==> src/rtl/alu4_sequencer.sv <==
// ============================================================================
//  Module   : alu4_sequencer
//  Brief    : Command-driven operand sequencer and register file in front of
//             a combinational ALU; reports each written result with a strobe.
//  Revision : 1.0  initial release
// ============================================================================
`default_nettype none

module alu4_sequencer #(
   parameter int WIDTH  = 4,
   parameter int ADDR_W = 2
) (
   input  logic              clk,
   input  logic              reset,
   input  logic              cmd_valid,
   output logic              cmd_ready,
   input  logic [2:0]        cmd_op,
   input  logic [ADDR_W-1:0] cmd_dst,
   input  logic [ADDR_W-1:0] cmd_src1,
   input  logic [ADDR_W-1:0] cmd_src2,
   input  logic [WIDTH-1:0]  cmd_imm,
   input  logic              cmd_use_imm,
   input  logic              cmd_load,
   output logic [2:0]        ALU_option,
   output logic [WIDTH-1:0]  ALU_in1,
   output logic [WIDTH-1:0]  ALU_in2,
   input  logic [WIDTH-1:0]  ALU_out,
   output logic              res_valid,
   output logic [WIDTH-1:0]  res_data,
   output logic [ADDR_W-1:0] res_dst,
   output logic              res_zero,
   input  logic [ADDR_W-1:0] rd_addr,
   output logic [WIDTH-1:0]  rd_data
);

   localparam int NREG = 2 ** ADDR_W;

   typedef enum logic [0:0] {
      IDLE = 1'b0,
      EXEC = 1'b1
   } state_t;

   state_t            state_q;
   state_t            state_d;

   logic [WIDTH-1:0]  rf_q [NREG];
   logic [2:0]        alu_op_q;
   logic [WIDTH-1:0]  alu_in1_q;
   logic [WIDTH-1:0]  alu_in2_q;
   logic [ADDR_W-1:0] dst_q;
   logic              res_valid_q;
   logic [WIDTH-1:0]  res_data_q;
   logic [ADDR_W-1:0] res_dst_q;

   logic              load_acc;
   logic              alu_acc;
   logic              exec_wr;

   always_ff @(posedge clk) begin
      if (reset) begin
         state_q <= IDLE;
      end else begin
         state_q <= state_d;
      end
   end

   always_comb begin
      state_d   = state_q;
      cmd_ready = 1'b0;
      load_acc  = 1'b0;
      alu_acc   = 1'b0;
      exec_wr   = 1'b0;
      case (state_q)
         IDLE: begin
            cmd_ready = !reset;
            if (cmd_valid && cmd_ready) begin
               if (cmd_load) begin
                  load_acc = 1'b1;
               end else begin
                  alu_acc = 1'b1;
                  state_d = EXEC;
               end
            end
         end
         EXEC: begin
            exec_wr = 1'b1;
            state_d = IDLE;
         end
         default: state_d = IDLE;
      endcase
   end

   // Reset takes priority over exec_wr, so a command caught in EXEC is dropped.
   always_ff @(posedge clk) begin
      if (reset) begin
         alu_op_q    <= '0;
         alu_in1_q   <= '0;
         alu_in2_q   <= '0;
         dst_q       <= '0;
         res_valid_q <= 1'b0;
         res_data_q  <= '0;
         res_dst_q   <= '0;
         for (int i = 0; i < NREG; i++) begin
            rf_q[i] <= '0;
         end
      end else begin
         res_valid_q <= load_acc | exec_wr;
         if (load_acc) begin
            rf_q[cmd_dst] <= cmd_imm;
            res_data_q    <= cmd_imm;
            res_dst_q     <= cmd_dst;
         end
         if (alu_acc) begin
            alu_op_q  <= cmd_op;
            alu_in1_q <= rf_q[cmd_src1];
            alu_in2_q <= cmd_use_imm ? cmd_imm : rf_q[cmd_src2];
            dst_q     <= cmd_dst;
         end
         if (exec_wr) begin
            rf_q[dst_q] <= ALU_out;
            res_data_q  <= ALU_out;
            res_dst_q   <= dst_q;
         end
      end
   end

   assign ALU_option = alu_op_q;
   assign ALU_in1    = alu_in1_q;
   assign ALU_in2    = alu_in2_q;
   assign res_valid  = res_valid_q;
   assign res_data   = res_data_q;
   assign res_dst    = res_dst_q;
   assign res_zero   = (res_data_q == '0);
   assign rd_data    = rf_q[rd_addr];

endmodule

`default_nettype wire

==> config.mk <==
export PLATFORM = sky130hd
export DESIGN_NAME = alu4_sequencer
export DESIGN_NICKNAME = d
export VERILOG_FILES = /design/src/rtl/alu4_sequencer.sv
export SDC_FILE = /design/constraint.sdc
export NUM_CORES = 1
export LEC_CHECK = 0
export CAP_MARGIN = 10
export CELL_PAD_IN_SITES_DETAIL_PLACEMENT = 1
export CELL_PAD_IN_SITES_GLOBAL_PLACEMENT = 1
export CORE_MARGIN = 2
export CORE_UTILIZATION = 40
export DETAILED_ROUTE_END_ITERATION = 8
export DONT_BUFFER_PORTS = 1
export HOLD_SLACK_MARGIN = 0.06
export PLACE_DENSITY = 0.64
export SLEW_MARGIN = 20
export SYNTH_ARGS = -nofsm -noshare
export SYNTH_HDL_FRONTEND = slang
export SYNTH_SLANG_ARGS = --single-unit
==> constraint.sdc <==
create_clock -name clk -period 1.9 [get_ports clk]
set_input_delay 0.285 -clock clk [delete_from_list [all_inputs] [get_ports clk]]
set_output_delay 0.285 -clock clk [all_outputs]
set_load 0.05 [all_outputs]
After elaboration in Yosys (flattened, before gate mapping)
Memories as Yosys holds them, arrays and structs flattened. A register that Yosys moved wholly into a read port is not among the register bits.
Index checks and enable logic that the tools add are counted.
{ "totals": {"ff_bits": 17, "ram_bits": 16, "inputBits": 24, "output_inout_bits": 24, "wordCells": 44, "n_memories": 1} }
{ "classes": {"muxes": 28, "n_bitwise": 2, "n_reduce_logical": 6} }
{ "memory_table": {"columns": ["memory", "words", "width", "read_ports", "rd_clocked_by_memory_dff", "write_ports", "line", "text"], "rows": [
  ["rf_q", 4, 4, 3, 1, 4, "46", "logic [WIDTH-1:0] rf_q [NREG];"]
]} }
{ "op_table": {"columns": ["operator", "count"], "rows": [
  ["$mux W4", 5],
  ["$mux W1", 18],
  ["$mux W2", 4],
  ["$reduce_or A4 Y1", 2],
  ["$logic_not A4 Y1", 1],
  ["$pmux W1 S2", 1],
  ["$reduce_bool A2 Y1", 1],
  ["$logic_and A1 B1 Y1", 1],
  ["$logic_not A1 Y1", 1],
  ["$not A1 Y1", 1],
  ["$or A1 B1 Y1", 1]
]} }

Logic depth before layout (Yosys ltp)
Gate-level depths: netlist of the first run.
{ "logic_depth": {"word_depth": 10, "ltp_mapped": 7, "ltp_nobuf": 4} }

Worst setup path after synthesis of the first run
Ideal clock, no wire load.
{ "synth_path": {"path_type": "flip-flop to output port", "start": "register res_data_q[3] (netlist: res_data[3])", "end": "output port res_zero", "arrival_time_ns": 2.077, "required_ns": 1.615, "setup_slack_ns": -0.462, "stages_incl_launch_ff": 2, "n_path_buf": 0, "cell_sequence": "dfxtp_1 > nor4_1"} }
{ "synth_between": {"elab_chain_cells": 1} }
{ "synth_lines": {"columns": ["element", "line", "text"], "rows": [
  ["start, declared", "52", "logic [WIDTH-1:0] res_data_q;"],
  ["start signal, assigned", "110", "res_data_q <= cmd_imm;"],
  ["start signal, assigned", "121", "res_data_q <= ALU_out;"],
  ["$logic_not A4 Y1", "133", "assign res_zero = (res_data_q == '0);"],
  ["end, declared", "31", "output logic res_zero,"]
]} }
No other way between the ends.

==> results of run 1 <==
cell families (layout without fill, tap and decap cells):
kind of cell           after synthesis  count (layout)
multiplexers                        16              16
AO/OA/AOI/OAI                       33              33
buffers and inverters               16              23
AND/OR/NAND/NOR                     68              68
flip-flops                          37              37
registers in the layout, summed over array words and instances (netlist names):
signal and count:
ALU_option 3, res_data 4, state_q 1, ALU_in2 4, res_valid 1, res_dst 2, ALU_in1 4, rf_q 16
dst_q 2
worst paths after layout:
kind         depth (start not counted)                 endpoint  slack [ns]
max                                  3     rf_q[3][2]$_DFFE_PP_        0.20
min                                  1  ALU_in2[0]$_SDFFE_PP0P_        0.07
max reg2reg                          3     rf_q[3][2]$_DFFE_PP_        0.20
min reg2reg                          2    dst_q[1]$_SDFFE_PP0P_        0.48
power by group through the flow:
| stage | clock network [mW] | registers, mW | logic [mW] |
|---|---|---|---|
| global placement | 0 | 0.959 | 0.219 |
| finish | 0.653 | 0.944 | 0.234 |
| global route | 0.704 | 0.948 | 0.253 |
| detailed placement | 0 | 0.962 | 0.223 |
| floorplan | 0 | 0.959 | 0.197 |
| CTS | 0.663 | 0.944 | 0.233 |
layout by cell type, fill, tap and decap left out, drive strengths merged, types with 3 or more instances in the layout:
cell type / synthesis / layout
nand4b: 5 / 5
mux2: 8 / 8
clkbuf: 8 / 6
buf: 3 / 7
dfxtp: 21 / 21
edfxtp: 16 / 16
nor2b: 3 / 3
nand2: 28 / 28
inv: 4 / 4
nor3: 10 / 10
nor2: 12 / 12
a21oi: 14 / 14
a21o: 6 / 6
mux4: 8 / 8
a211oi: 6 / 6
dlygate4sd3: 0 / 3
a222oi: 4 / 4
final cells by class:
class                      count  area share (%)
sequential                    37            44.1
multi-input combinational    117            42.0
timing repair buffer          10            4.04
clock buffer                   6            3.55
tap                           52            3.18
clock inverter                 2            1.65
inverter                       5            1.53
layer usage:
metal,vias to the layer above,global-route usage (%)
met5,-,0
met4,0,6.71
met3,8,6.67
met2,55,32.2
met1,670,22.7
li1,643,-
metrics by stage:
step                total power [mW]  cells  hold WS, ns
floorplan                       1.16    170        0.421
global placement                1.18    218        0.354
detailed placement              1.18    218        0.355
CTS                             1.84    228       0.0601
global route                    1.90    229       0.0658
finish                          1.83    229       0.0656
repair_timing:
item,in CTS,in global routing
hold buffers,2,1
setup endpoints to repair,0,0
gates resized for setup,0,0
endpoints found under the hold margin,8,4
==> flow_metrics.py, run 1 <==
metrics = {
    "drt": {
        "vias_per_cell": 6.01,
        "first_pass_iters": 5,
        "vias": 1376,
        "drc_errors": 0,
        "drtIter0Drc": 87,
        "ant_nets": 0,
        "route.met2.wl_um": 2300,
        "drt_wl_total_um": 4710,
        "wl_met3_um": 405,
        "maxUsedRoutingLayer": "met4",
        "wl_per_cell_um": 20.6,
        "wl_met1_um": 1900,
    },
    "logic_synthesis": {
        "yosys_warnings": 0,
        "ys_types": 30,
        "synthXorXnorAreaFrac_pct": 0,
        "synth-main-ff-cell": "dfxtp_1",
        "yosysTopAreaCellShare_pct": 25.9,
        "synth_area_leaders": "edfxtp_1 26%, dfxtp_1 23%, mux4_2 9.7%",
        "synth-compound-area-share_pct": 12.9,
        "syn_inst": 170,
        "syn_avg_cell_area_um2": 10.9,
        "synth_seq_area_share_pct": 48.5,
        "synth-simple-area-share_pct": 18.5,
        "synth_top_family_by_area": "simple AND/OR/NAND/NOR gates",
        "yosys_register_bits": 37,
        "synth.most_common_cell": "nand2_1",
        "synth_fa_ha_area_share_pct": 0,
        "syn-cell-area_um2": 1860,
        "syn_nets": 194,
        "muxShareOfSynthArea_pct": 14.6,
        "synth_edf_count": 16,
        "synth_common_cells": "28 x nand2_1, 21 x dfxtp_1, 16 x edfxtp_1",
        "async_flop_share_pct": 0,
        "synth_area_leader_cell": "edfxtp_1",
    },
    "critical_path": {
        "r2r-start": "state_q$_SDFF_PP0_",
        "crit_chain": "and4bb_2, or2_2, o21bai_1",
        "criticalPathCategory": "reg2reg",
        "cp_data_arrival_time_ns": 1.65,
        "cp-startpoint": "state_q$_SDFF_PP0_",
        "critPathCaptureType": "register",
        "path_max_fanout": 8,
        "cpMaxStageDelayCell": "dfxtp_1",
        "slowest_delay_ns": 0.42,
        "critPathRequiredTime_ns": 1.86,
        "cp-start-kind": "register",
        "path_buf_inv": 0,
        "critPathTopFamily": "simple AND/OR/NAND/NOR gates",
    },
    "place": {
        "place_area_um2": 1910,
        "dpl.hpwl_um": 3450,
        "port_buffers": 0,
        "gp_routability_congestion": 0.915,
        "preCtsSetupSlack_ns": 0.211,
    },
    "cts": {
        "clockRootBuffer": "clkbuf_8",
        "clock_latency_ns": 0.28,
        "cts_buffers": 5,
        "cts_setup_buffers": 0,
        "cts_tree": "built",
        "cts_sinks": 37,
        "cts.clk_slew.worst_paths_ns": 0.07,
        "h-tree-depth": 2,
        "clk_path_buf_depth": 2,
    },
    "power": {
        "pwr-share-clk_pct": 35.7,
        "vdd_drop_max_mv": 0.293,
        "combPwrFrac_pct": 12.8,
        "power.leakage_nw": 0.735,
        "switching_share_pct": 26.2,
        "pwr-share-seq_pct": 51.6,
        "p_int_mw": 1.35,
        "p_per_area_nw_per_um2": 896,
        "switching_power_uw": 481,
    },
    "sta": {
        "max_slew_margin_pct": 61.4,
        "fmax_mhz": 589,
        "hold_viol": 0,
        "setup_violations": 0,
        "tightest_slew_ns": 0.578,
        "finalCriticalPeriod_ns": 1.70,
        "tns_ns": 0,
        "drv_slew": 0,
        "skew_ns": 0.00561,
        "timing.final.ws_setup_ns": 0.201,
        "fin_crit_sh_pct": 89.4,
        "rsz0062_at_grt": "false",
    },
    "die": {
        "rows": 24,
        "initial_utilization_pct": 42.1,
        "die_area_um2": 5200,
        "ios": 48,
        "die_w_um": 72.1,
        "die_h_um": 72.1,
        "core_um2": 4410,
    },
    "global_route": {
        "gr-total-overflow": 0,
        "antenna_found_initial": 0,
        "grt_pass1_wl_um": 7550,
        "grt_pass1_vias": 1524,
        "grt_start_max_net_pins": 24,
        "grt_use_total_pct": 19.1,
    },
    "run": {
        "cap_violations": 0,
    },
    "final_layout": {
        "multi_input_area_um2": 858,
        "fin_util_pct": 46.3,
        "final_cell_area_um2": 2040,
        "fill_cells": 513,
        "area_growth_pct": 10.1,
        "fin_nets": 200,
        "seq_area_um2": 901,
        "diodes": 0,
        "drive_gt1_share_pct": 21.5,
    },
    "min_path": {
        "holdCritStartpoint": "reset",
        "hold_path_class": "in2reg",
    },
    "run_status": {
        "status": "completed",
    },
}
Power figures use the tool's default switching activity.
==> run 2: changes to the inputs <==
--- a/config.mk
+++ b/config.mk
@@ -7,13 +7,13 @@
 export LEC_CHECK = 0
 export CAP_MARGIN = 10
 export CELL_PAD_IN_SITES_DETAIL_PLACEMENT = 1
-export CELL_PAD_IN_SITES_GLOBAL_PLACEMENT = 1
+export CELL_PAD_IN_SITES_GLOBAL_PLACEMENT = 2
 export CORE_MARGIN = 2
-export CORE_UTILIZATION = 40
+export CORE_UTILIZATION = 39
 export DETAILED_ROUTE_END_ITERATION = 8
 export DONT_BUFFER_PORTS = 1
 export HOLD_SLACK_MARGIN = 0.06
-export PLACE_DENSITY = 0.64
+export PLACE_DENSITY = 0.75
 export SLEW_MARGIN = 20
 export SYNTH_ARGS = -nofsm -noshare
 export SYNTH_HDL_FRONTEND = slang
==> run 2 against run 1 <==
Net effect: clock power shrank 12%; first-iteration DRC count is 37% lower; setup slack better by 0.012 ns; die area grew 2.4%; sequential share of layout area is 0.30 points higher; total power is 4.4% lower; core utilization down 2.7 points; count of clock-buffer cells in the layout grew 2; final cell count increased by 0.87%; clock skew shrank 0.0021 ns; critical path depth grew 1; final area down 0.67%.
==> flow_metrics.py, run 2 (synthesis results as in run 1) <==
metrics = {
    "global_route": {
        "grt_pass1_vias": 1471,
        "grt_use_total_pct": 19.1,
        "antenna_found_initial": 0,
        "gr-total-overflow": 0,
        "grt_start_max_net_pins": 19,
        "grt_pass1_wl_um": 7470,
    },
    "drt": {
        "wl_met1_um": 1900,
        "drt_wl_total_um": 4680,
        "ant_nets": 0,
        "wl_per_cell_um": 20.3,
        "vias_per_cell": 6.00,
        "drc_errors": 0,
        "vias": 1387,
        "wl_met3_um": 336,
        "drtIter0Drc": 55,
        "maxUsedRoutingLayer": "met4",
        "first_pass_iters": 4,
        "route.met2.wl_um": 2360,
    },
    "cts": {
        "clk_path_buf_depth": 2,
        "clock_latency_ns": 0.29,
        "clockRootBuffer": "clkbuf_8",
        "h-tree-depth": 2,
        "ctsHoldBuffers": 2,
        "cts_setup_buffers": 0,
        "cts_resized": 0,
        "cts_buffers": 5,
        "cts_sinks": 37,
        "cts_tree": "built",
        "cts.clk_slew.worst_paths_ns": 0.07,
    },
    "final_layout": {
        "final_cell_area_um2": 2030,
        "fill_cells": 515,
        "most-common-layout-cells": "28 x nand2_1, 21 x dfxtp_1, 16 x edfxtp_1",
        "area_growth_pct": 9.37,
        "fin_nets": 200,
        "drive_gt1_share_pct": 21.5,
        "largest-register": "rf_q",
        "largest_reg_flops": 16,
        "diodes": 0,
        "final_common_cell": "nand2_1",
    },
    "critical_path": {
        "criticalPathCategory": "reg2reg",
        "r2r-start": "state_q$_SDFF_PP0_",
        "cp_data_arrival_time_ns": 1.64,
        "critPathRequiredTime_ns": 1.85,
        "reg2reg_depth": 4,
        "rrSetupSlack_ns": 0.21,
        "cp-start-kind": "register",
        "path_max_fanout": 6,
        "r2r-end": "rf_q[3][2]$_DFFE_PP_",
        "critPathCaptureType": "register",
    },
    "die": {
        "core_um2": 4660,
        "ios": 48,
        "die_h_um": 73,
        "die_area_um2": 5330,
        "rows": 25,
        "initial_utilization_pct": 39.8,
        "die_w_um": 73,
    },
    "sta": {
        "hold_viol": 0,
        "finalCriticalPeriod_ns": 1.69,
        "skew_ns": 0.00347,
        "max_slew_margin_pct": 48.2,
        "setup_violations": 0,
        "fin_crit_sh_pct": 88.8,
        "tns_ns": 0,
        "rsz0062_at_grt": "false",
        "fmax_mhz": 593,
        "drv_slew": 0,
        "tightest_slew_ns": 0.775,
    },
    "min_path": {
        "worstHoldPathCells": 2,
        "holdCritStartpoint": "cmd_op[0]",
        "hold_path_class": "in2reg",
        "whs_endpoint": "ALU_option[0]$_SDFFE_PP0P_",
    },
    "power": {
        "switching_share_pct": 28.1,
        "switching_power_uw": 492,
        "pwr-share-clk_pct": 32.7,
        "power.leakage_nw": 0.728,
        "combPwrFrac_pct": 13.3,
        "p_per_area_nw_per_um2": 862,
        "pwr-share-seq_pct": 54.0,
        "p_int_mw": 1.26,
        "vdd_drop_max_mv": 0.295,
    },
    "place": {
        "dpl.hpwl_um": 3500,
        "place_area_um2": 1910,
        "port_buffers": 0,
        "gp_routability_congestion": 0.833,
    },
    "run": {
        "cap_violations": 0,
    },
    "run_status": {
        "status": "completed",
    },
}
==> run 2: cell count changes in the layout (fill, tap and decap cells not counted) <==
| cell | change |
|---|---|
| clkbuf_8 | +1 |
| clkinv_1 | -1 |
| clkbuf_1 | +1 |
| bufinv_16 | -1 |
==> run 2: stage by stage <==
| stage | std cells | total power [mW] | hold WS (ns) | utilization, % | worst slack, ns |
|---|---|---|---|---|---|
| after global placement | 220 | 1.18 | 0.353 | 41.0 | 0.290 |
| after CTS | 230 | 1.76 | 0.0637 | 43.4 | 0.208 |
| after detailed placement | 220 | 1.18 | 0.354 | 41.0 | 0.230 |
| after floorplan | 170 | 1.16 | 0.421 | - | 0.0949 |
| final | 231 | 1.75 | 0.129 | 43.6 | 0.213 |
| after global routing | 231 | 1.83 | 0.130 | 43.6 | 0.134 |
==> run 2: routing by layer <==
| metal | global-route usage, % | vias up |
|---|---|---|
| li1 | - | 643 |
| met1 | 22.2 | 690 |
| met2 | 31.6 | 46 |
| met3 | 6.91 | 8 |
| met4 | 8.44 | 0 |
| met5 | 0 | - |
==> run 2: layout make-up <==
class | count | area (µm²) | area share (%)
flip-flops and latches | 37 | 901 | 44.4
multi-input cells | 117 | 858 | 42.3
clock buffers | 8 | 90.1 | 4.44
repair buffers | 10 | 82.6 | 4.07
well taps | 54 | 67.6 | 3.33
inverters | 5 | 31.3 | 1.54
==> run 2: worst max-delay path by stage <==
stage / from / to / slack [ns] / depth (start not counted)
final: state_q$_SDFF_PP0_ / rf_q[3][2]$_DFFE_PP_ / 0.21 / 4
after global routing: state_q$_SDFF_PP0_ / rf_q[3][2]$_DFFE_PP_ / 0.13 / 4
after CTS: rf_q[3][2]$_DFFE_PP_ / rd_data[2] / 0.21 / 1
after detailed placement: state_q$_SDFF_PP0_ / rf_q[3][3]$_DFFE_PP_ / 0.23 / 4
after global placement: state_q$_SDFF_PP0_ / rf_q[3][0]$_DFFE_PP_ / 0.29 / 4
after floorplan: res_data[3]$_SDFFE_PP0P_ / res_zero / 0.09 / 1
==> run 2: power groups by stage <==
stage / Combinational (mW) / Sequential, mW / Clock (mW)
6_report: 0.232 / 0.945 / 0.573
5_1_grt: 0.250 / 0.949 / 0.630
4_1_cts: 0.233 / 0.945 / 0.585
3_5_place_dp: 0.221 / 0.963 / 0
3_3_place_gp: 0.217 / 0.961 / 0
2_1_floorplan: 0.197 / 0.959 / 0
==> run 2: critical path, cell delays in order, from the launching register on <==
cell      delay (ns)
dfxtp_1         0.33
buf_4           0.16
nor2b_1         0.16
or2_2           0.35
o21bai_1        0.35
==> run 3: changes to the inputs <==
--- a/config.mk
+++ b/config.mk
@@ -9,11 +9,11 @@
 export CELL_PAD_IN_SITES_DETAIL_PLACEMENT = 1
 export CELL_PAD_IN_SITES_GLOBAL_PLACEMENT = 2
 export CORE_MARGIN = 2
-export CORE_UTILIZATION = 39
+export CORE_UTILIZATION = 25
 export DETAILED_ROUTE_END_ITERATION = 8
 export DONT_BUFFER_PORTS = 1
 export HOLD_SLACK_MARGIN = 0.06
-export PLACE_DENSITY = 0.75
+export PLACE_DENSITY = 0.51
 export SLEW_MARGIN = 20
 export SYNTH_ARGS = -nofsm -noshare
 export SYNTH_HDL_FRONTEND = slang
==> constraint.sdc (replaced) <==
create_clock -name clk -period 1.9 [get_ports clk]
set_input_delay 0.285 -clock clk [delete_from_list [all_inputs] [get_ports clk]]
set_output_delay 0.285 -clock clk [all_outputs]
set_load 0.1 [all_outputs]
==> run 3 against run 2 <==
Net effect: sequential share of layout area shrank 4.3 points; critical path type is now reg2out; largest cell class unchanged; final cell count rose by 25%; critical path depth shrank 3; global-route usage is 6.1 points lower; register-to-register slack worse by 0.03 ns.
==> flow_metrics.py, run 3 (synthesis results as in run 1) <==
metrics = {
    "run_status": {
        "status": "completed",
    },
    "critical_path": {
        "cp-start-kind": "register",
        "cp_data_arrival_time_ns": 1.51,
        "cpMaxStageDelayCell": "mux4_2",
        "critPathCaptureType": "primary output",
        "critPathTopFamily": "multiplexers",
        "criticalPathCategory": "reg2out",
        "crit_chain": "mux4_2",
        "slowest_delay_ns": 0.78,
        "path_max_fanout": 3,
        "path_buf_inv": 0,
        "critPathRequiredTime_ns": 1.62,
    },
    "sta": {
        "timing.final.ws_setup_ns": 0.107,
        "drv_slew": 0,
        "rsz0062_at_grt": "false",
        "fin_crit_sh_pct": 94.4,
        "fmax_mhz": 558,
        "setup_violations": 0,
        "tightest_slew_ns": 0.807,
        "skew_ns": 0.00640,
        "finalCriticalPeriod_ns": 1.79,
        "hold_viol": 0,
        "max_slew_margin_pct": 46.0,
        "holdWs_ns": 0.126,
    },
    "die": {
        "rows": 31,
        "die_w_um": 90.2,
        "die_area_um2": 8130,
        "die_h_um": 90.2,
        "core_um2": 7210,
        "initial_utilization_pct": 25.7,
        "ios": 48,
    },
    "cts": {
        "cts.clk_slew.worst_paths_ns": 0.08,
        "clk_path_buf_depth": 2,
        "cts_sinks": 37,
        "cts_tree": "built",
        "cts_buffers": 5,
        "cts_setup_buffers": 0,
        "clockRootBuffer": "clkbuf_8",
        "clock_latency_ns": 0.29,
        "h-tree-depth": 2,
    },
    "run": {
        "cap_violations": 0,
    },
    "place": {
        "dpl.hpwl_um": 3920,
        "dpl.cell_count": 279,
        "place_area_um2": 2100,
        "port_buffers": 0,
        "preCtsSetupSlack_ns": 0.183,
        "gp_routability_congestion": 0.784,
    },
    "drt": {
        "first_pass_iters": 4,
        "vias": 1389,
        "wl_per_cell_um": 17.9,
        "drt_wl_total_um": 5180,
        "vias_per_cell": 4.81,
        "drc_errors": 0,
        "ant_nets": 0,
        "drtIter0Drc": 55,
    },
    "final_layout": {
        "fill_cells": 836,
        "area_growth_pct": 21.2,
        "final_common_cell": "nand2_1",
        "largest_reg_flops": 16,
        "fin_cells": 289,
        "drive_gt1_share_pct": 28.9,
        "most-common-layout-cells": "28 x nand2_1, 21 x dfxtp_1, 20 x buf_4",
        "final_cell_area_um2": 2250,
        "largest-register": "rf_q",
        "fin_nets": 213,
        "diodes": 0,
    },
    "power": {
        "p_per_area_nw_per_um2": 953,
        "power.leakage_nw": 0.832,
        "power_mw": 2.14,
        "vdd_drop_max_mv": 0.301,
    },
    "global_route": {
        "gr-total-overflow": 0,
        "grt_use_total_pct": 13.0,
        "grt_pass1_vias": 1500,
        "grt_pass1_wl_um": 8250,
        "grt_start_max_net_pins": 19,
        "antenna_found_initial": 0,
    },
    "min_path": {
        "hold_path_class": "in2reg",
    },
}
[run 3: cell count changes in the layout (fill, tap and decap cells not counted), sizes merged]
cell,change
dlygate4sd3,-1
bufinv,+2
clkbuf,-3
buf,+14
clkinv,+1
[run 3: path summary, 6_finish.rpt]
kind                                         startpoint                         end  slack [ns]  depth (start not counted)
worst max register to register       state_q$_SDFF_PP0_        rf_q[3][1]$_DFFE_PP_        0.18                          3
worst min-delay path                          cmd_op[1]  ALU_option[1]$_SDFFE_PP0P_        0.13                          2
worst max-delay path               rf_q[3][0]$_DFFE_PP_                  rd_data[0]        0.11                          1
worst min register to register  ALU_in1[3]$_SDFFE_PP0P_     ALU_in1[3]$_SDFFE_PP0P_        0.46                          2
[run 3: where the power goes]
group	switching [mW]	internal, mW
registers	0.0302	0.868
logic	0.303	0.119
clock network	0.302	0.522
total	0.635	1.51
[run 3: area by class of cell]
class	count	area [µm²]	area share (%)
clock inverters	3	65.1	2.89
repair buffers	23	190	8.45
clock buffers	5	68.8	3.06
well taps	99	124	5.51
multi-input cells	117	870	38.7
flip-flops and latches	37	901	40.0
inverters	5	31.3	1.39
[run 3: metal layers]
metal	global-route usage, %	routed length (µm)	up-vias
met5	0	0	-
met4	3.72	56	0
met3	5.70	389	6
met2	22.4	2570	39
met1	14.7	2170	681
li1	-	-	663
[run 3: through the flow]
stage               utilization (%)  setup TNS, ns
floorplan                         -         -0.281
global placement               29.0              0
detailed placement             29.0              0
CTS                            31.2              0
global route                   31.2              0
finish                         31.2              0
[run 3: repair_timing]
item                                    in CTS  in global routing
hold endpoints to repair                    18                  0
hold buffers                                 2                  0
endpoints found under the setup margin       0                  0
gates resized for setup                      0                  0
[run 3: worst register-to-register path, delay by kind of cell, from the launching register on]
| family | cells | cell delay [ns] |
|---|---|---|
| AND/OR/NAND/NOR | 2 | 0.62 |
| flip-flops | 1 | 0.43 |
| AO/OA/AOI/OAI | 1 | 0.34 |
